**config.mk**
```make
export PLATFORM = sky130hd
export DESIGN_NAME = console_writer
export DESIGN_NICKNAME = d
export VERILOG_FILES = /design/src/rtl/console_writer.sv
export SDC_FILE = /design/constraint.sdc
export NUM_CORES = 1
export LEC_CHECK = 0
export BUFFER_PORTS_ARGS = -buffer_cell sky130_fd_sc_hd__buf_2
export CAP_MARGIN = 20
export CORE_MARGIN = 5
export CORE_UTILIZATION = 35
export DETAILED_ROUTE_END_ITERATION = 7
export PLACE_DENSITY = 0.58
export SLEW_MARGIN = 20
export SYNTH_ARGS = -nofsm -noshare
export SYNTH_HDL_FRONTEND = slang
export SYNTH_SLANG_ARGS = --single-unit
```
**constraint.sdc**
```tcl
create_clock -name CLK -period 2.1 [get_ports CLK]
set_input_delay 0.105 -clock CLK [delete_from_list [all_inputs] [get_ports CLK]]
set_output_delay 0.105 -clock CLK [all_outputs]
set_load 0.02 [all_outputs]
```
**src/rtl/console_writer.sv**
```systemverilog
// Write side of the console text RAMs: turns a byte stream into character/attribute
// writes, tracks the cursor, and scrolls by bumping the row offset and blanking a line.
module console_writer #(
  parameter int         COLS       = 80,
  parameter int         ROWS       = 30,
  parameter logic [7:0] BLANK_CHAR = 8'h20,
  parameter logic [7:0] BLANK_ATTR = 8'h0F
) (
  input  logic        CLK,
  input  logic        RSTN,
  input  logic [7:0]  DATA_IN,
  input  logic        DATA_VALID,
  output logic        DATA_READY,
  input  logic [7:0]  ATTR_IN,
  output logic [12:0] RAM_WR_ADDRESS,
  output logic [7:0]  RAM_CHAR_WDATA,
  output logic [7:0]  RAM_ATTR_WDATA,
  output logic        RAM_CHAR_WE,
  output logic        RAM_ATTR_WE,
  output logic [7:0]  RAM_ROW_OFFSET,
  output logic [6:0]  CURSOR_COL,
  output logic [5:0]  CURSOR_ROW,
  output logic        BUSY
);

  typedef enum logic [1:0] {CLEAR_ALL, IDLE, WRITE, CLEAR_LINE} state_t;

  localparam logic [6:0]  LAST_COL  = 7'(COLS - 1);
  localparam logic [5:0]  LAST_ROW  = 6'(ROWS - 1);
  localparam logic [13:0] ALL_DONE  = 14'd8192;
  localparam logic [13:0] LINE_DONE = 14'(COLS);

  function automatic logic is_printable(input logic [7:0] b);
    return b >= 8'h20;
  endfunction

  state_t      state, state_n;
  logic [13:0] sweep, sweep_n;
  logic [6:0]  col, col_n;
  logic [5:0]  row, row_n;
  logic [5:0]  offset, offset_n;
  logic [7:0]  code, code_n;
  logic [12:0] addr, addr_n;
  logic [7:0]  char_data, char_n;
  logic [7:0]  attr_data, attr_n;
  logic        we, we_n;
  logic        newline;

  always_comb begin
    state_n  = state;
    sweep_n  = sweep;
    col_n    = col;
    row_n    = row;
    offset_n = offset;
    code_n   = code;
    addr_n   = addr;
    char_n   = char_data;
    attr_n   = attr_data;
    we_n     = 1'b0;
    newline  = 1'b0;
    case (state)
      CLEAR_ALL: begin
        if (sweep == ALL_DONE) begin
          state_n = IDLE;
        end else begin
          we_n    = 1'b1;
          addr_n  = sweep[12:0];
          char_n  = BLANK_CHAR;
          attr_n  = BLANK_ATTR;
          sweep_n = sweep + 14'd1;
        end
      end
      IDLE: begin
        if (DATA_VALID) begin
          code_n  = DATA_IN;
          state_n = WRITE;
          // Printable bytes are written straight from the accept edge so the
          // strobe lands in the WRITE cycle; WRITE then only moves the cursor.
          if (is_printable(DATA_IN)) begin
            we_n   = 1'b1;
            addr_n = {row + offset, col};
            char_n = DATA_IN;
            attr_n = ATTR_IN;
          end
        end
      end
      WRITE: begin
        state_n = IDLE;
        case (code)
          8'h0D: col_n = '0;
          8'h0A: newline = 1'b1;
          8'h08: if (col != 7'd0) col_n = col - 7'd1;
          8'h0C: begin
            col_n    = '0;
            row_n    = '0;
            offset_n = '0;
            sweep_n  = '0;
            state_n  = CLEAR_ALL;
          end
          default: begin
            if (is_printable(code)) begin
              if (col == LAST_COL) begin
                col_n   = '0;
                newline = 1'b1;
              end else begin
                col_n = col + 7'd1;
              end
            end
          end
        endcase
        if (newline) begin
          if (row != LAST_ROW) begin
            row_n = row + 6'd1;
          end else begin
            // Scroll: the first blank of the exposed line is issued here so the
            // line clear takes exactly COLS cycles in CLEAR_LINE.
            offset_n = offset + 6'd1;
            state_n  = CLEAR_LINE;
            we_n     = 1'b1;
            addr_n   = {LAST_ROW + offset + 6'd1, 7'd0};
            char_n   = BLANK_CHAR;
            attr_n   = BLANK_ATTR;
            sweep_n  = 14'd1;
          end
        end
      end
      CLEAR_LINE: begin
        if (sweep == LINE_DONE) begin
          state_n = IDLE;
        end else begin
          we_n    = 1'b1;
          addr_n  = {LAST_ROW + offset, sweep[6:0]};
          char_n  = BLANK_CHAR;
          attr_n  = BLANK_ATTR;
          sweep_n = sweep + 14'd1;
        end
      end
    endcase
  end

  always_ff @(posedge CLK) begin
    if (!RSTN) begin
      state     <= CLEAR_ALL;
      sweep     <= '0;
      col       <= '0;
      row       <= '0;
      offset    <= '0;
      code      <= '0;
      addr      <= '0;
      char_data <= '0;
      attr_data <= '0;
      we        <= 1'b0;
    end else begin
      state     <= state_n;
      sweep     <= sweep_n;
      col       <= col_n;
      row       <= row_n;
      offset    <= offset_n;
      code      <= code_n;
      addr      <= addr_n;
      char_data <= char_n;
      attr_data <= attr_n;
      we        <= we_n;
    end
  end

  assign DATA_READY     = (state == IDLE);
  assign BUSY           = (state == CLEAR_ALL) || (state == CLEAR_LINE);
  assign RAM_WR_ADDRESS = addr;
  assign RAM_CHAR_WDATA = char_data;
  assign RAM_ATTR_WDATA = attr_data;
  assign RAM_CHAR_WE    = we;
  assign RAM_ATTR_WE    = we;
  assign RAM_ROW_OFFSET = {2'b00, offset};
  assign CURSOR_COL     = col;
  assign CURSOR_ROW     = row;

endmodule

```
==> impl_metrics.py, run 1 <==
metrics = {
    "drt": {
        "vias_per_cell": 5.690,
        "wirelength_um": 14450,
        "post_drt_wl_per_cell_um": 17.31,
        "dr.pass1.iters": 5,
        "first_iter_violations": 428,
        "drc": 0,
        "dr_total_vias": 4751,
        "ant_nets": 0,
    },
    "worst_setup_path": {
        "path_cells": "inv_2 > ha_2 > nor4bb_2 > o2111a_2 > nor3_2 > buf_4 > and4_1 > o221a_2",
        "arrival_ns": 2.29,
        "crit_family": "compound AO/OA/AOI/OAI gates",
        "critical_path.endpoint_type": "flip-flop",
        "path_buf_inv": 2,
        "r2r_setup_slack_ns": 0.05,
        "slowest_stage": "dfxtp_4",
        "max_stage_delay_ns": 0.36,
        "worstSetupStartpointType": "flip-flop",
        "crit_required_ns": 2.33,
        "path_class": "flip-flop to flip-flop",
        "cp_max_fo": 7,
    },
    "timing": {
        "fmax_mhz": 487.3,
        "final-setup-viol-count": 0,
        "final-hold-violation-count": 0,
        "setup_tns_ns": 0,
        "timing.final.ws_setup_ns": 0.04787,
        "holdWs_ns": 0.03033,
        "fin_skew_ns": 0.007221,
        "period_needed_ns": 2.052,
        "maxSlewViolCount": 0,
        "finalCritPeriodShare_pct": 97.72,
    },
    "die": {
        "ios": 73,
        "die_h_um": 123.4,
        "die_w_um": 123.4,
        "row_count": 41,
        "initial_core_util_pct": 35.64,
        "coreArea_sq_mm": 0.01262,
        "dieArea_sq_mm": 0.01522,
    },
    "cells_and_area": {
        "multiInputGateArea_sq_mm": 0.002850,
        "final_core_utilization_pct": 45.95,
        "final_common_cell": "buf_2",
        "fillers": 1253,
        "fin_nets": 700,
        "drive_gt1_share_pct": 28.96,
        "seqCellArea_sq_mm": 0.001470,
        "diodes": 0,
        "syn_to_final_growth_pct": 28.93,
        "final_cell_mix": "buf_2 (71), buf_4 (70), dfxtp_1 (68), nand2_1 (55), a21oi_1 (45)",
    },
    "global_route": {
        "grt_pass1_vias": 4521,
        "grt_overflow_total": 0,
        "grt_max_degree": 27,
        "grt_use_total_pct": 19.11,
        "grt_pass1_wl_um": 22850,
        "antenna_found_initial": 0,
    },
    "place": {
        "gp_congestion": 0.9171,
        "io_buffers": 70,
        "place_ws_ns": -0.05760,
        "hpwl_um": 10550,
    },
    "run_status": {
        "status": "finished clean",
    },
    "logic_synthesis": {
        "synth_top_area_cell": "dfxtp_1",
        "yosys_most_used_dff": "dfxtp_1",
        "synth.area.top_cells": "dfxtp_1 (32%), ha_1 (6.1%), a21oi_1 (5.2%)",
        "synth-xor-area-share_pct": 1.558,
        "synth_area_per_cell_sq_um": 8.178,
        "synth_area_sq_mm": 0.004498,
        "synth-adder-area-share_pct": 6.565,
        "synth_compound_area_share_pct": 29.24,
        "yosysWarnings": 0,
        "synth_top_family_by_area": "compound AO/OA/AOI/OAI gates",
        "synth-edff-count": 0,
        "synth_seq_cells": 73,
        "synth_mux_area_share_pct": 0.4451,
        "synth_cell_types": 68,
        "async_reset_ff_share_pct": 0,
        "synth_top_area_share_pct": 32.49,
        "synth-simple-area-share_pct": 23.64,
        "synth_cells": 550,
        "seq_area_frac_synth_pct": 32.49,
    },
    "power": {
        "clockPowerShare_pct": 44.8,
        "pwr-share-comb_pct": 14.7,
        "p_leak_nw": 2.559,
        "switchingPower_w": 0.0009900,
        "seq_power_share_pct": 40.5,
        "p_int_w": 0.002636,
        "vdd_drop_max_mv": 0.4988,
        "finalPower_w": 0.003626,
        "p_sw_share_pct": 27.30,
        "powerDensity_mw_per_mm2": 625.3,
    },
    "cts": {
        "cts_tree": "yes",
        "clk-insertion-delay-late_ns": 0.34,
        "clk_pin_slew_ns": 0.06,
        "clockRootBuffer": "clkbuf_16",
        "cts_buffers": 9,
        "clk_path_buf_depth": 2,
        "htree_levels": 3,
        "clock-sinks": 73,
        "cts_hold_buf": 0,
    },
    "flow_run": {
        "max-cap-violations": 0,
    },
    "hold_path": {
        "hold_class": "primary input to flip-flop",
    },
}
## metrics by stage
step,instance area [sq um],std cells
after global routing,5799,835
after detailed placement,5366,813
after CTS,5685,829
final,5799,835
after global placement,5366,813
after floorplan,4513,551
## power by group through the flow
stage                     logic, W  clock network (W)  registers [W]
after floorplan           0.000272                  0        0.00154
after global placement    0.000503                  0        0.00150
after detailed placement  0.000511                  0        0.00150
after CTS                 0.000514            0.00165        0.00147
after global routing      0.000581            0.00170        0.00148
final                     0.000532            0.00162        0.00147
## worst paths after layout
| path | from | endpoint | cells past startpoint |
|---|---|---|---|
| setup / recovery | state[0] | sweep[6] | 8 |
| hold / removal | DATA_IN[1] | code[1] | 3 |
| setup reg to reg | state[0] | sweep[6] | 8 |
| hold reg to reg | RAM_WR_ADDRESS[11] | RAM_WR_ADDRESS[11] | 2 |
## logic make-up (layout without fill, tap and decap cells)
kind of cell    after synthesis  count (layout)
compound gates              187             187
xor+xnor                      8               8
fa+ha+maj                    23              23
buf+inv                      63             175
flops                        73              73
mux                           2               2
other cells                   1               2
simple gates                193             193
## area by class of cell
class / count / area share [%]
sequential: 73 / 25.35
inverter: 18 / 1.165
tap: 172 / 3.711
clock inverter: 5 / 1.079
multi-input combinational: 415 / 49.15
timing repair buffer: 141 / 15.19
clock buffer: 11 / 4.358
## Yosys cell counts (4+ instances only)
master / instances
a211oi_1: 8
a21oi_1: 47
a22oi_1: 8
a31oi_1: 10
a41o_1: 4
and3_1: 12
and4_1: 7
buf_2: 11
clkbuf_1: 28
dfxtp_1: 73
ha_1: 22
inv_1: 18
nand2_1: 55
nand3_1: 41
nand4_1: 17
nor2_1: 17
nor3_1: 7
o2111ai_1: 6
o211a_1: 19
o211ai_1: 6
o21a_1: 4
o21ai_0: 29
o221a_2: 4
o22ai_1: 6
o31ai_1: 5
o32ai_1: 5
or3_1: 4
or4_1: 9
xnor2_1: 5
## metal layers
metal,vias up,share of wire (%),global-route usage (%)
met1,2265,47,25.54
met2,159,45,29.46
met4,0,1.9,6.574
li1,2304,-,-
met5,-,0,0
met3,23,6.2,5.489
## worst reg2reg max path, delay by kind of cell, from the launching register on
kind,cells,cell delay [ns]
AOI/OAI and AO/OA,2,0.60
and+or+nand+nor,3,0.56
buffers and inverters,2,0.26
DFF,1,0.36
adders and majority gates,1,0.18
## sequential cells by signal (all words and copies together) (netlist names)
signal,cells
CURSOR_COL,7
offset,6
RAM_CHAR_WDATA,8
CURSOR_ROW,6
state,2
RAM_ATTR_WE,1
RAM_ATTR_WDATA,8
code,8
RAM_WR_ADDRESS,13
sweep,14
## repair_timing
| action | 4_1_cts | 5_1_grt |
|---|---|---|
| gates cloned | 0 | 1 |
| endpoints found under the setup margin | 14 | 35 |
| gates resized for setup | 3 | 19 |
| endpoints found under the hold margin | 0 | 0 |
| setup buffers | 0 | 5 |
| pin swaps | 0 | 3 |
Power figures use the tool's default switching activity.
==> run 2: changes to the inputs <==
CORE_MARGIN = 3   (was 5)
==> impl_metrics.py, run 2 (synthesized netlist as in run 1, its figures left out) <==
metrics = {
    "cts": {
        "htree_levels": 3,
        "cts_buffers": 9,
        "cts_tree": "yes",
        "clock-sinks": 73,
        "clockRootBuffer": "clkbuf_16",
        "clk_pin_slew_ns": 0.06,
        "clk-insertion-delay-late_ns": 0.34,
        "cts_hold_buf": 0,
        "clk_path_buf_depth": 2,
    },
    "drt": {
        "vias_per_cell": 5.725,
        "post_drt_wl_per_cell_um": 17.04,
        "first_iter_violations": 324,
        "drc": 0,
        "dr.pass1.iters": 5,
        "dr_total_vias": 4723,
        "ant_nets": 0,
        "wirelength_um": 14060,
    },
    "global_route": {
        "grt_overflow_total": 0,
        "grt_use_total_pct": 19.75,
        "antenna_found_initial": 0,
        "grt_max_degree": 51,
        "grt_pass1_vias": 4515,
        "grt_pass1_wl_um": 22920,
    },
    "run_status": {
        "status": "finished clean",
    },
    "die": {
        "die_h_um": 119.4,
        "coreArea_sq_mm": 0.01226,
        "die_w_um": 119.4,
        "initial_core_util_pct": 36.68,
        "ios": 73,
        "dieArea_sq_mm": 0.01425,
        "row_count": 40,
    },
    "cells_and_area": {
        "diodes": 0,
        "final_cell_mix": "buf_2 (70), dfxtp_1 (67), buf_4 (64), nand2_1 (55), a21oi_1 (46)",
        "drive_gt1_share_pct": 27.40,
        "multiInputGateArea_sq_mm": 0.002840,
        "final_common_cell": "buf_2",
        "seqCellArea_sq_mm": 0.001469,
        "final_cell_count_no_fill": 825,
        "largest_reg_flops": 14,
        "fillers": 1236,
        "final_core_utilization_pct": 46.59,
        "syn_to_final_growth_pct": 27.01,
        "largest_register": "sweep",
        "fin_nets": 694,
    },
    "worst_setup_path": {
        "crit_required_ns": 2.33,
        "arrival_ns": 2.24,
        "path_class": "flip-flop to flip-flop",
        "worstSetupStartpointType": "flip-flop",
        "critical_path.endpoint_type": "flip-flop",
        "cp_max_fo": 5,
        "r2r_setup_slack_ns": 0.09,
    },
    "timing": {
        "final-hold-violation-count": 0,
        "rsz0062_at_grt": "true",
        "worstMarginPinSlew_ns": 0.5328,
        "slew_headroom_pct": 64.48,
        "final-setup-viol-count": 0,
        "fmax_mhz": 497.7,
        "maxSlewViolCount": 0,
        "finalCritPeriodShare_pct": 95.69,
        "period_needed_ns": 2.009,
        "fin_skew_ns": 0.006599,
    },
    "place": {
        "gp_congestion": 0.8799,
        "io_buffers": 70,
        "placed_cells": 806,
        "hpwl_um": 10440,
    },
    "power": {
        "p_int_w": 0.002491,
        "clockPowerShare_pct": 41.8,
        "powerDensity_mw_per_mm2": 596.0,
        "pwr-share-comb_pct": 15.0,
        "seq_power_share_pct": 43.2,
        "p_sw_share_pct": 26.85,
        "p_leak_nw": 2.531,
        "vdd_drop_max_mv": 0.4080,
        "switchingPower_w": 0.0009143,
        "finalPower_w": 0.003405,
    },
    "flow_run": {
        "max-cap-violations": 0,
    },
    "hold_path": {
        "hold_class": "primary input to flip-flop",
    },
}
## run 2: critical path: stages (launching register included)
cell and delay (ns):
dfxtp_2 0.36, inv_1 0.09, ha_1 0.23, a2111oi_4 0.36
xnor2_1 0.15, a221o_1 0.38, a211oi_2 0.21, o22ai_1 0.11
## run 2: timing repair
action | CTS | global route
resized for setup | 5 | 13
pin swaps | 0 | 2
setup endpoints to repair | 17 | 26
setup buffers | 0 | 3
hold endpoints to repair | 0 | 0
## run 2: final timing paths
path                           from                  to  depth (start not counted)
setup / recovery          offset[2]  RAM_WR_ADDRESS[12]                          7
hold / removal           DATA_IN[3]             code[3]                          3
setup reg to reg          offset[2]  RAM_WR_ADDRESS[12]                          7
hold reg to reg   RAM_CHAR_WDATA[4]   RAM_CHAR_WDATA[4]                          2
## run 2: power by group through the flow
| stage | Combinational (W) | Clock (W) | Sequential [W] |
|---|---|---|---|
| 3_5_place_dp | 0.000502 | 0 | 0.00150 |
| 3_3_place_gp | 0.000494 | 0 | 0.00150 |
| 4_1_cts | 0.000507 | 0.00147 | 0.00147 |
| 6_report | 0.000509 | 0.00142 | 0.00147 |
| 5_1_grt | 0.000552 | 0.00153 | 0.00148 |
| 2_1_floorplan | 0.000272 | 0 | 0.00154 |
## run 2: stage by stage
stage               instance area [sq um]  setup TNS, ns  hold WS [ns]  setup slack [ns]
global route                         5713       -0.01725       0.04387          -0.01725
finish                               5713              0       0.02665           0.09057
floorplan                            4513       -0.05870        0.2525          -0.05870
detailed placement                   5339        -0.3181        0.3834          -0.03586
global placement                     5339              0        0.3852           0.03707
CTS                                  5624              0       0.02404          0.004515
## run 2: area by class of cell
cell class / instances / area share (%)
multi-input cells: 415 / 49.72
flip-flops and latches: 73 / 25.71
repair buffers: 135 / 14.89
clock buffers: 13 / 4.555
well taps: 168 / 3.679
inverters: 18 / 1.183
clock inverters: 3 / 0.2628
## run 2: layer usage
layer | GRT usage [%] | wire (um)
met2 | 31.61 | 6462
met4 | 8.805 | 374
met5 | 0 | 0
met1 | 25.77 | 6568
met3 | 3.846 | 650
